File: config.mk
export PLATFORM = sky130hd
export DESIGN_NAME = core_pipe_exec_lsq
export DESIGN_NICKNAME = d
export VERILOG_FILES = /design/src/rtl/core_pipe_exec_lsq.sv
export SDC_FILE = /design/constraint.sdc
export NUM_CORES = 1
export LEC_CHECK = 0
export ABC_AREA = 1
export CAP_MARGIN = 20
export CORE_MARGIN = 2
export CORE_UTILIZATION = 40
export CTS_CLUSTER_DIAMETER = 150
export CTS_CLUSTER_SIZE = 30
export DETAILED_ROUTE_END_ITERATION = 7
export GPL_ROUTABILITY_DRIVEN = 0
export PLACE_DENSITY_LB_ADDON = 0.08
export SLEW_MARGIN = 20
export SYNTH_ARGS = -nofsm -noshare
export SYNTH_HDL_FRONTEND = slang
export SYNTH_SLANG_ARGS = --single-unit
File: constraint.sdc
create_clock -name g_clk -period 6 [get_ports g_clk]
set_input_delay 1.2 -clock g_clk [delete_from_list [all_inputs] [get_ports g_clk]]
set_output_delay 1.2 -clock g_clk [all_outputs]
set_load 0.005 [all_outputs]
File: src/rtl/core_pipe_exec_lsq.sv
// Pipelined load/store unit: keeps up to DEPTH dmem accesses in flight and returns
// aligned, extended load results and trap flags strictly in issue order.
module core_pipe_exec_lsq #(
  parameter int XLEN  = 64,
  parameter int DEPTH = 2
) (
  input  logic              g_clk,
  input  logic              g_resetn,
  input  logic              flush,
  input  logic              req_valid,
  output logic              req_ready,
  input  logic [XLEN-1:0]   req_addr,
  input  logic [XLEN-1:0]   req_wdata,
  input  logic              req_store,
  input  logic [1:0]        req_size,
  input  logic              req_sext,
  input  logic [4:0]        req_rd,
  output logic              rsp_valid,
  input  logic              rsp_ready,
  output logic              rsp_wen,
  output logic [4:0]        rsp_rd,
  output logic [XLEN-1:0]   rsp_rdata,
  output logic              rsp_trap_bus,
  output logic              rsp_trap_addr,
  output logic              dmem_req,
  output logic [XLEN-1:0]   dmem_addr,
  output logic              dmem_wen,
  output logic [XLEN/8-1:0] dmem_strb,
  output logic [XLEN-1:0]   dmem_wdata,
  input  logic              dmem_gnt,
  input  logic              dmem_recv,
  input  logic              dmem_err,
  input  logic [XLEN-1:0]   dmem_rdata
);
  localparam int NB = XLEN / 8;
  localparam int OB = $clog2(NB);
  localparam int PW = $clog2(DEPTH);
  localparam int LW = $clog2(XLEN);

  typedef struct packed {
    logic [4:0]      rd;
    logic [1:0]      size;
    logic            sext;
    logic [OB-1:0]   off;
    logic            store;
    logic            done;
    logic            err;
    logic            misal;
    logic [XLEN-1:0] data;
  } entry_t;

  entry_t        ent_q [DEPTH];
  entry_t        hd;
  logic [PW-1:0] alloc_q, head_q, mem_ptr, scan_idx;
  logic [PW:0]   count_q, count_d, drain_q, drain_d, pend;
  logic          found, full, can_issue, req_misal, accept, retire;
  logic          issued, recv_fill, recv_owed;
  logic [NB-1:0] size_mask;
  logic [OB-1:0] req_off;

  // Request side: valid/ready handshake, request held stable until accepted.
  always_comb begin
    req_off   = req_addr[OB-1:0];
    size_mask = '1;
    req_misal = 1'b0;
    case (req_size)
      2'd0: size_mask = NB'(8'h01);
      2'd1: begin size_mask = NB'(8'h03); req_misal = req_addr[0];      end
      2'd2: begin size_mask = NB'(8'h0F); req_misal = |req_addr[1:0];   end
      default: begin size_mask = '1;      req_misal = |req_addr[2:0];   end
    endcase
    full       = (count_q == (PW+1)'(DEPTH));
    can_issue  = !full && (drain_q == '0);
    dmem_req   = g_resetn && req_valid && !req_misal && can_issue;
    req_ready  = g_resetn && can_issue && (req_misal || dmem_gnt);
    accept     = req_valid && req_ready && !flush;
    issued     = dmem_req && dmem_gnt;
    dmem_addr  = {req_addr[XLEN-1:OB], {OB{1'b0}}};
    dmem_wen   = req_store;
    dmem_strb  = size_mask << req_off;
    dmem_wdata = req_wdata << {req_off, 3'b000};
  end

  // The mem pointer is the oldest live entry not yet done; misaligned entries are
  // allocated done, so they are skipped naturally.
  always_comb begin
    mem_ptr  = head_q;
    scan_idx = head_q;
    found    = 1'b0;
    pend     = '0;
    for (int i = 0; i < DEPTH; i++) begin
      scan_idx = head_q + PW'(i);
      if (((PW+1)'(i) < count_q) && !ent_q[scan_idx].done) begin
        if (!found) mem_ptr = scan_idx;
        found = 1'b1;
        pend  = pend + (PW+1)'(1);
      end
    end
  end

  assign hd        = ent_q[head_q];
  assign rsp_valid = g_resetn && (count_q != '0) && hd.done;
  assign retire    = rsp_valid && rsp_ready;
  assign recv_owed = dmem_recv && ((drain_q != '0) || (pend != '0));
  assign recv_fill = dmem_recv && (drain_q == '0) && (pend != '0);

  always_comb begin
    count_d = count_q + (PW+1)'(accept) - (PW+1)'(retire);
    drain_d = drain_q;
    if (flush) begin
      // Everything memory still owes, including a grant in this very cycle.
      count_d = '0;
      drain_d = drain_q + pend + (PW+1)'(issued) - (PW+1)'(recv_owed);
    end else if (dmem_recv && (drain_q != '0)) begin
      drain_d = drain_q - (PW+1)'(1);
    end
  end

  always_ff @(posedge g_clk) begin
    if (!g_resetn) begin
      count_q <= '0;
      drain_q <= '0;
      alloc_q <= '0;
      head_q  <= '0;
    end else begin
      count_q <= count_d;
      drain_q <= drain_d;
      if (flush) begin
        alloc_q <= '0;
        head_q  <= '0;
      end else begin
        if (accept) alloc_q <= alloc_q + PW'(1);
        if (retire) head_q  <= head_q + PW'(1);
      end
    end
  end

  always_ff @(posedge g_clk) begin
    if (accept) begin
      ent_q[alloc_q] <= '{rd: req_rd, size: req_size, sext: req_sext, off: req_off,
                          store: req_store, done: req_misal, err: 1'b0,
                          misal: req_misal, data: '0};
    end
    if (g_resetn && recv_fill) begin
      ent_q[mem_ptr].done <= 1'b1;
      ent_q[mem_ptr].err  <= dmem_err;
      ent_q[mem_ptr].data <= dmem_rdata;
    end
  end

  // Response side: shift the addressed lanes down, then mask and extend.
  logic [XLEN-1:0] rd_shift, lo_mask;
  logic [LW-1:0]   msb_idx;
  logic            sign;

  always_comb begin
    rd_shift = hd.data >> {hd.off, 3'b000};
    lo_mask  = '1;
    msb_idx  = LW'(XLEN - 1);
    case (hd.size)
      2'd0: begin lo_mask = XLEN'(8'hFF);         msb_idx = LW'(7);  end
      2'd1: begin lo_mask = XLEN'(16'hFFFF);      msb_idx = LW'(15); end
      2'd2: begin lo_mask = XLEN'(32'hFFFF_FFFF); msb_idx = LW'(31); end
      default: begin lo_mask = '1;                msb_idx = LW'(XLEN - 1); end
    endcase
    sign      = hd.sext && rd_shift[msb_idx];
    rsp_rdata = hd.store ? '0 : ((rd_shift & lo_mask) | ({XLEN{sign}} & ~lo_mask));
  end

  assign rsp_rd        = hd.rd;
  assign rsp_wen       = !hd.store && !hd.err && !hd.misal;
  assign rsp_trap_bus  = hd.err;
  assign rsp_trap_addr = hd.misal;

  // A response with nothing owed is a memory protocol error; it is ignored.
  assert property (@(posedge g_clk) disable iff (!g_resetn)
                   dmem_recv |-> ((drain_q != '0) || (pend != '0)));

endmodule

# After elaboration in Yosys (flattened, before gate mapping)
# Memory sizes are Yosys's and may differ from the RTL's. A register that Yosys moved wholly into a read port is not among the register bits.
# Cells that the tools add are included.
# totals
ff_bits,6
ram_bits,158
inputBits,209
out_inout_bits,212
wordCells,92
memories,1
# mem_list
name,depth,width,read_ports,rd_clocked_by_memory_dff,write_ports,line,source
ent_q,2,79,2,1,2,52,entry_t ent_q [DEPTH];
# classes
add_sub_neg,9
order_cmp,3
n_eq_ne,5
shifts,3
mux,20
bitwise_logic,5
n_reduce_logical,42
# ops
op,n
$pmux W64 S3,1
$and A64 B64 Y64,2
$mux W64,1
$not A64 Y64,1
$or A64 B64 Y64,1
$shl A64 B6 Y64,1
$shr A64 B6 Y64,1
$pmux W8 S3,1
$logic_and A1 B1 Y1,22
$pmux W6 S3,1
$mux W1,11
$logic_not A1 Y1,8
$reduce_bool A2 Y1,4
$shl A8 B3 Y8,1
$lt A6 B7 Y1 const B,1
$bmux W1 S6,1
$eq A2 B2 Y1 const B,3
$logic_not A2 Y1,3
$mux W2,3
$add A2 B1 Y2,2
$eq A2 B1 Y1 const B,2
$lt A1 B2 Y1 const A,2
$reduce_or A2 Y1,2
$sub A2 B1 Y2,2
8 further kinds,10

# Logic depth before layout (Yosys ltp)
# Gate-level depths: netlist of the first run.
# logic_depth
ltp_word,10
ltp_mapped,16
mapped_depth_nobuf,14

# Worst setup path before layout of the first run
# No wires, ideal clock.
# synth_path
path_kind,input port to flip-flop
from,in req_addr[0]
to,mem ent_q[0][0] in the netlist's numbering (enable)
setup_time_ns,0.425
arrival_ns,4.339
required_time_ns,5.575
slack_ns,1.236
path_stages,9
path_buffers,1
cell_sequence,clkbuf_1 > nor2_1 > nand2_1 > o221ai_1 > nand2_1 > nand2_1 > nor2_1 > inv_1 > nand2_1
# synth_rtl
item,line,source
start: declaration,12,"input logic [XLEN-1:0] req_addr,"
end: declaration,52,

==> results.cfg, run 1 <==
[synth]
netlist_instances = 1653
synth_seq_cells = 165
async_flop_share_pct = 0
synthAdderAreaFrac_pct = 0.799
yosysWarnings = 0
synthesis.area_um2 = 11900
synth_top_family_by_area = simple AND/OR/NAND/NOR gates
syn_area_per_cell_um2 = 7.20
synthTopCellsByArea = edfxtp_1 (39%), nand2_1 (15%), nor2_1 (7.0%)
synth_top_flop_cell = edfxtp_1
synth-xor-area-share_pct = 0.368
synth_top_area_share_pct = 39.4
synthMostInstantiatedCell = nand2_1
synth_cell_type_count = 41
synth_top_cells_by_count = nand2_1 (475), nor2_1 (222), inv_1 (161)
muxShareOfSynthArea_pct = 2.02
ys_seq_area_share_pct = 40.9
synth-compound-area-share_pct = 11.3
synthSimpleGateAreaFrac_pct = 30.4
synth_top_cell_by_area = edfxtp_1
synth_edf_count = 156

[floorplanning]
die_w_um = 177
rows = 63
start_util_pct = 40.4
ios = 421
die_h_um = 177
die_area_um2 = 31200
core_area_um2 = 29500

[place]
portBuffers = 295
dp_hpwl_mm = 28.8
place_inst = 2188

[worst_setup_path]
path_cells = buf_4 > o21ai_0 > o21ai_0 > o211ai_1 > o211ai_1 > nand2_1 > a21oi_1 > clkdlybuf4s50_1
slowest_stage = buf_4
arrival_ps = 3850
worstSetupStartpointType = flip-flop
worstSetupEndpointType = output port
slowest_delay_ps = 720
crit_fanout = 73
r2r_cells = 11
criticalPathCategory = reg -> out
critical_path_required_ps = 4800

[clock_tree]
cts_buffer_depth = 2
cts_setup_buffers = 0
h-tree-depth = 4
clock_sinks = 165
clk_pin_slew_worst_paths_ps = 70
ctsResizeCount = 0
numCtsBuffers = 17
cts_tree = yes
ctsHoldBuffers = 0
clk_latency_ps = 430
cts_root_buf = clkbuf_16

[sta]
fin_skew_ps = 10.7
fin_crit_sh_pct = 84.2
relSlewSlack_pct = 36.8
grt_setup_unrepaired = no
hold_viol = 0
worst_pin_slew_ps = 948
setup_viol = 0
tns_ps = 0
max_freq_mhz = 198
min_period_ps = 5050
slew_viol_final = 0

[power]
vdd_drop_max_v = 0.000251
power.leakage_nw = 6.64
power_density_nw_per_um2 = 192

[global_route]
antenna_found_initial = 2
grt_overflow = 0
grt_max_degree = 81
first_global_vias = 11000
grt_pass1_wl_mm = 61.5
grt_util_all_layers_pct = 25.7

[route]
wl_per_cell_um = 18.0
drcViolationCount = 0
ant_nets = 0
num_vias = 11300
drt_first_iter_violations = 1235
finalWirelength_mm = 40.0
dr.pass1.iters = 6
vias_per_cell = 5.09

[finish]
drive_above_1_share_pct = 8.09
n_fill_cell = 2925
layout.nets = 2033
diodes = 0
area_growth_pct = 26.2
final-instance-count-excl-fill = 2220

[run_status]
status = finished, final reports clean

[hold_path]
min-delay-path-class = reg -> reg
min_delay_path_depth = 2

[job]
cap_violations = 0
final cells by class:
| type | count | area [um^2] | share of cell area (%) |
|---|---|---|---|
| inverter | 170 | 641 | 4.26 |
| timing repair buffer | 311 | 3070 | 20.4 |
| tap | 390 | 488 | 3.25 |
| multi-input combinational | 1152 | 5370 | 35.8 |
| clock inverter | 14 | 160 | 1.07 |
| sequential | 165 | 4870 | 32.4 |
| clock buffer | 18 | 429 | 2.86 |
power breakdown:
group / switching, mW / total, mW / internal, mW
clock network: 0.508 / 1.10 / 0.594
logic: 0.262 / 0.515 / 0.253
registers: 0.00561 / 1.27 / 1.26
total: 0.775 / 2.88 / 2.11
metal layers:
metal  part of all wire [%]  routed length [um]  vias up  track usage [%]
li1                       -                   -     5549                -
met1                     42               16600     5194             32.4
met4                    2.1                 858        4             8.20
met5                  0.065                  26        -                0
met2                     48               19200      490             43.4
met3                    8.2                3270       62             6.33
sequential cells by signal, summed over array words and instances (netlist names), named ones only:
| name | cells |
|---|---|
| alloc_q | 1 |
| count_q | 2 |
| drain_q | 2 |
| ent_q | 158 |
| head_q | 1 |
cell usage in the layout, fill, tap and decap left out, drive strengths merged, types with 18 or more instances in the layout:
cell type,Yosys,final
edfxtp,156,156
mux2i,24,24
o21ai,159,159
clkdlybuf4s50,0,294
inv,170,179
a21oi,43,43
clkbuf,47,18
nand2,487,487
nor2,274,274
nand3,79,79
or2,19,19
logic make-up (layout without fill, tap and decap cells):
group,count (synthesis),in the layout
XOR/XNOR,5,5
other,1,3
adder cells (fa/ha/maj),7,7
multiplexers,24,24
flip-flops,165,165
AND/OR/NAND/NOR,867,867
buffers and inverters,338,513
AO/OA/AOI/OAI,246,246
path summary, 6_finish.rpt:
path	to	slack [ps]	start
worst max-delay path	rsp_rdata[9]	950	flip-flop
worst min-delay path	alloc_q	500	alloc_q
worst max register to register	ent_q[1][51]	1770	flip-flop
worst min register to register	alloc_q	500	alloc_q
stage by stage:
step	util (%)	instance area (um^2)	hold WS, ps	setup WS, ps	power [mW]
final	51.0	15000	501	947	2.88
after global routing	51.0	15000	522	617	3.00
after CTS	51.0	15000	494	931	2.90
after detailed placement	49.0	14400	480	1220	1.81
after global placement	49.0	14400	489	1270	1.81
after floorplan	-	11900	458	1240	1.56
worst max-delay path, delay by kind of cell (launching register included):
kind	cells	cell delay, ps
AO/OA/AOI/OAI	5	1440
buffers and inverters	2	1260
flip-flops	1	580
AND/OR/NAND/NOR	1	70
No activity file was read; power rests on OpenSTA's default activity.
==> run 2, diff against run 1 <==
==> constraint.sdc (replaced) <==
create_clock -name g_clk -period 4.23 [get_ports g_clk]
set_input_delay 0.846 -clock g_clk [delete_from_list [all_inputs] [get_ports g_clk]]
set_output_delay 0.846 -clock g_clk [all_outputs]
set_load 0.005 [all_outputs]
==> run 2 against run 1 <==
Net effect:
- clock skew up 7.8 ps
- wire length up 2.7%
- combinational power up 46%
- largest cell class unchanged
- final area up 2.4%
- critical path depth up 2
- non-clock buffer count up 22
- via count up 1.7%
- clock power up 47%
- clock-buffer cell count down 1
- sequential power up 42%
- flip-flop and latch count unchanged
==> results.cfg, run 2 (synthesis gave the netlist of run 1 again) <==
[route]
drcViolationCount = 0
num_vias = 11500
dr.pass1.iters = 8
drt_first_iter_violations = 1111
wl_per_cell_um = 18.3
ant_nets = 0
finalWirelength_mm = 41.1
vias_per_cell = 5.12

[clock_tree]
cts_buffer_depth = 2
cts_tree = yes
numCtsBuffers = 17
ctsHoldBuffers = 0
clk_latency_ps = 440
h-tree-depth = 4
cts_setup_buffers = 0
clock_sinks = 165
clk_pin_slew_worst_paths_ps = 70
cts_root_buf = clkbuf_16

[sta]
tns_ps = 0
max_freq_mhz = 250
grt_setup_unrepaired = no
hold_viol = 0
min_period_ps = 4000
slew_viol_final = 0
setup_viol = 0
worst_pin_slew_ps = 858
fin_crit_sh_pct = 94.5
relSlewSlack_pct = 42.8
fin_ws_ps = 234
fin_skew_ps = 18.4

[place]
portBuffers = 295
pre_cts_ws_ps = 259
place_inst = 2210
dp_hpwl_mm = 30.7

[hold_path]
min-delay-path-class = reg -> reg

[run_status]
status = finished, final reports clean

[finish]
mostFrequentLayoutCell = nand2_1
area_growth_pct = 29.2
diodes = 0
drive_above_1_share_pct = 9.39
final_cell_mix = nand2_1 (470), clkdlybuf4s50_1 (294), nor2_1 (222), inv_1 (161), edfxtp_1 (156)
regMostFlops = ent_q
n_fill_cell = 2961
largest_reg_flops = 158
layout.nets = 2057
final-instance-count-excl-fill = 2244
reg_top3 = ent_q (158), count_q (2), drain_q (2)

[worst_setup_path]
criticalPathCategory = reg -> out
arrival_ps = 3150
slowest_stage = clkdlybuf4s50_1
rrSetupSlack_ps = 1470
cpMostUsedCell = o21ai_0
critical_path_required_ps = 3380
crit_fanout = 34
worstSetupStartpointType = flip-flop
path_cells = buf_12 > buf_8 > or2_2 > o21ai_0 > nand2_1 > o21ai_0 > o21ai_0 > o21ai_0 > a31oi_1 > clkdlybuf4s50_1
slowest_delay_ps = 560
worstSetupEndpointType = output port

[job]
cap_violations = 0

[global_route]
grt_util_all_layers_pct = 25.9
first_global_vias = 11200
grtUsageMet3_pct = 7.17
grt_overflow = 0
top_usage_layer = met2
use_met2_pct = 43.4
antenna_found_initial = 5
grt_max_degree = 67
use_met1_pct = 31.9
grt_pass1_wl_mm = 62.1

[floorplanning]
die_area_um2 = 31200
core_area_um2 = 29500
die_h_um = 177
die_w_um = 177
rows = 63
ios = 421
start_util_pct = 40.4

[power]
power.leakage_nw = 6.79
power_density_nw_per_um2 = 271
vdd_drop_max_v = 0.000215
power_mw = 4.16
## run 2: layout make-up
cell class | instances | area [um^2] | share of cell area (%)
clock inverter | 15 | 211 | 1.37
sequential | 165 | 4870 | 31.6
multi-input combinational | 1154 | 5420 | 35.2
clock buffer | 17 | 425 | 2.77
inverter | 170 | 641 | 4.17
tap | 390 | 488 | 3.17
timing repair buffer | 333 | 3330 | 21.7
## run 2: worst max-delay path, delay by kind of cell, from the launching register on
kind | cells | cell delay, ps
AOI/OAI and AO/OA | 5 | 1110
buffers and inverters | 3 | 1000
and+or+nand+nor | 2 | 230
DFF | 1 | 370
## run 2: path summary, 6_finish.rpt
check | startpoint | to | cells after the start
max | flip-flop | rsp_rdata[6] | 10
min | alloc_q | alloc_q | 2
max reg2reg | flip-flop | ent_q[0][51] | 11
min reg2reg | alloc_q | alloc_q | 2
## run 2: per-stage QoR
stage                     util [%]  cell area, um^2  hold slack, ps
after floorplan                  -            11900             458
after global placement        49.8            14700             476
after detailed placement      49.8            14700             483
after CTS                     52.0            15300             493
after global routing          52.2            15400             527
final                         52.2            15400             494
## run 2: what timing repair did
item | CTS | global route
setup endpoints to repair | 32 | 37
resized for setup | 1 | 7
gates cloned | 0 | 2
pin swaps | 0 | 1
## run 2: report_power, final
part           leakage, nW  internal, mW  total, mW  switching, mW
clock network        0.305         0.822       1.62          0.793
registers             1.77          1.79       1.80        0.00812
logic                 4.71         0.373      0.752          0.379
total                 6.79          2.98       4.16           1.18
## run 2: metal layers
metal,vias up,share of wire (%)
met5,-,0.090
met4,6,3.2
met3,76,9.1
met2,543,48
met1,5263,40
li1,5600,-
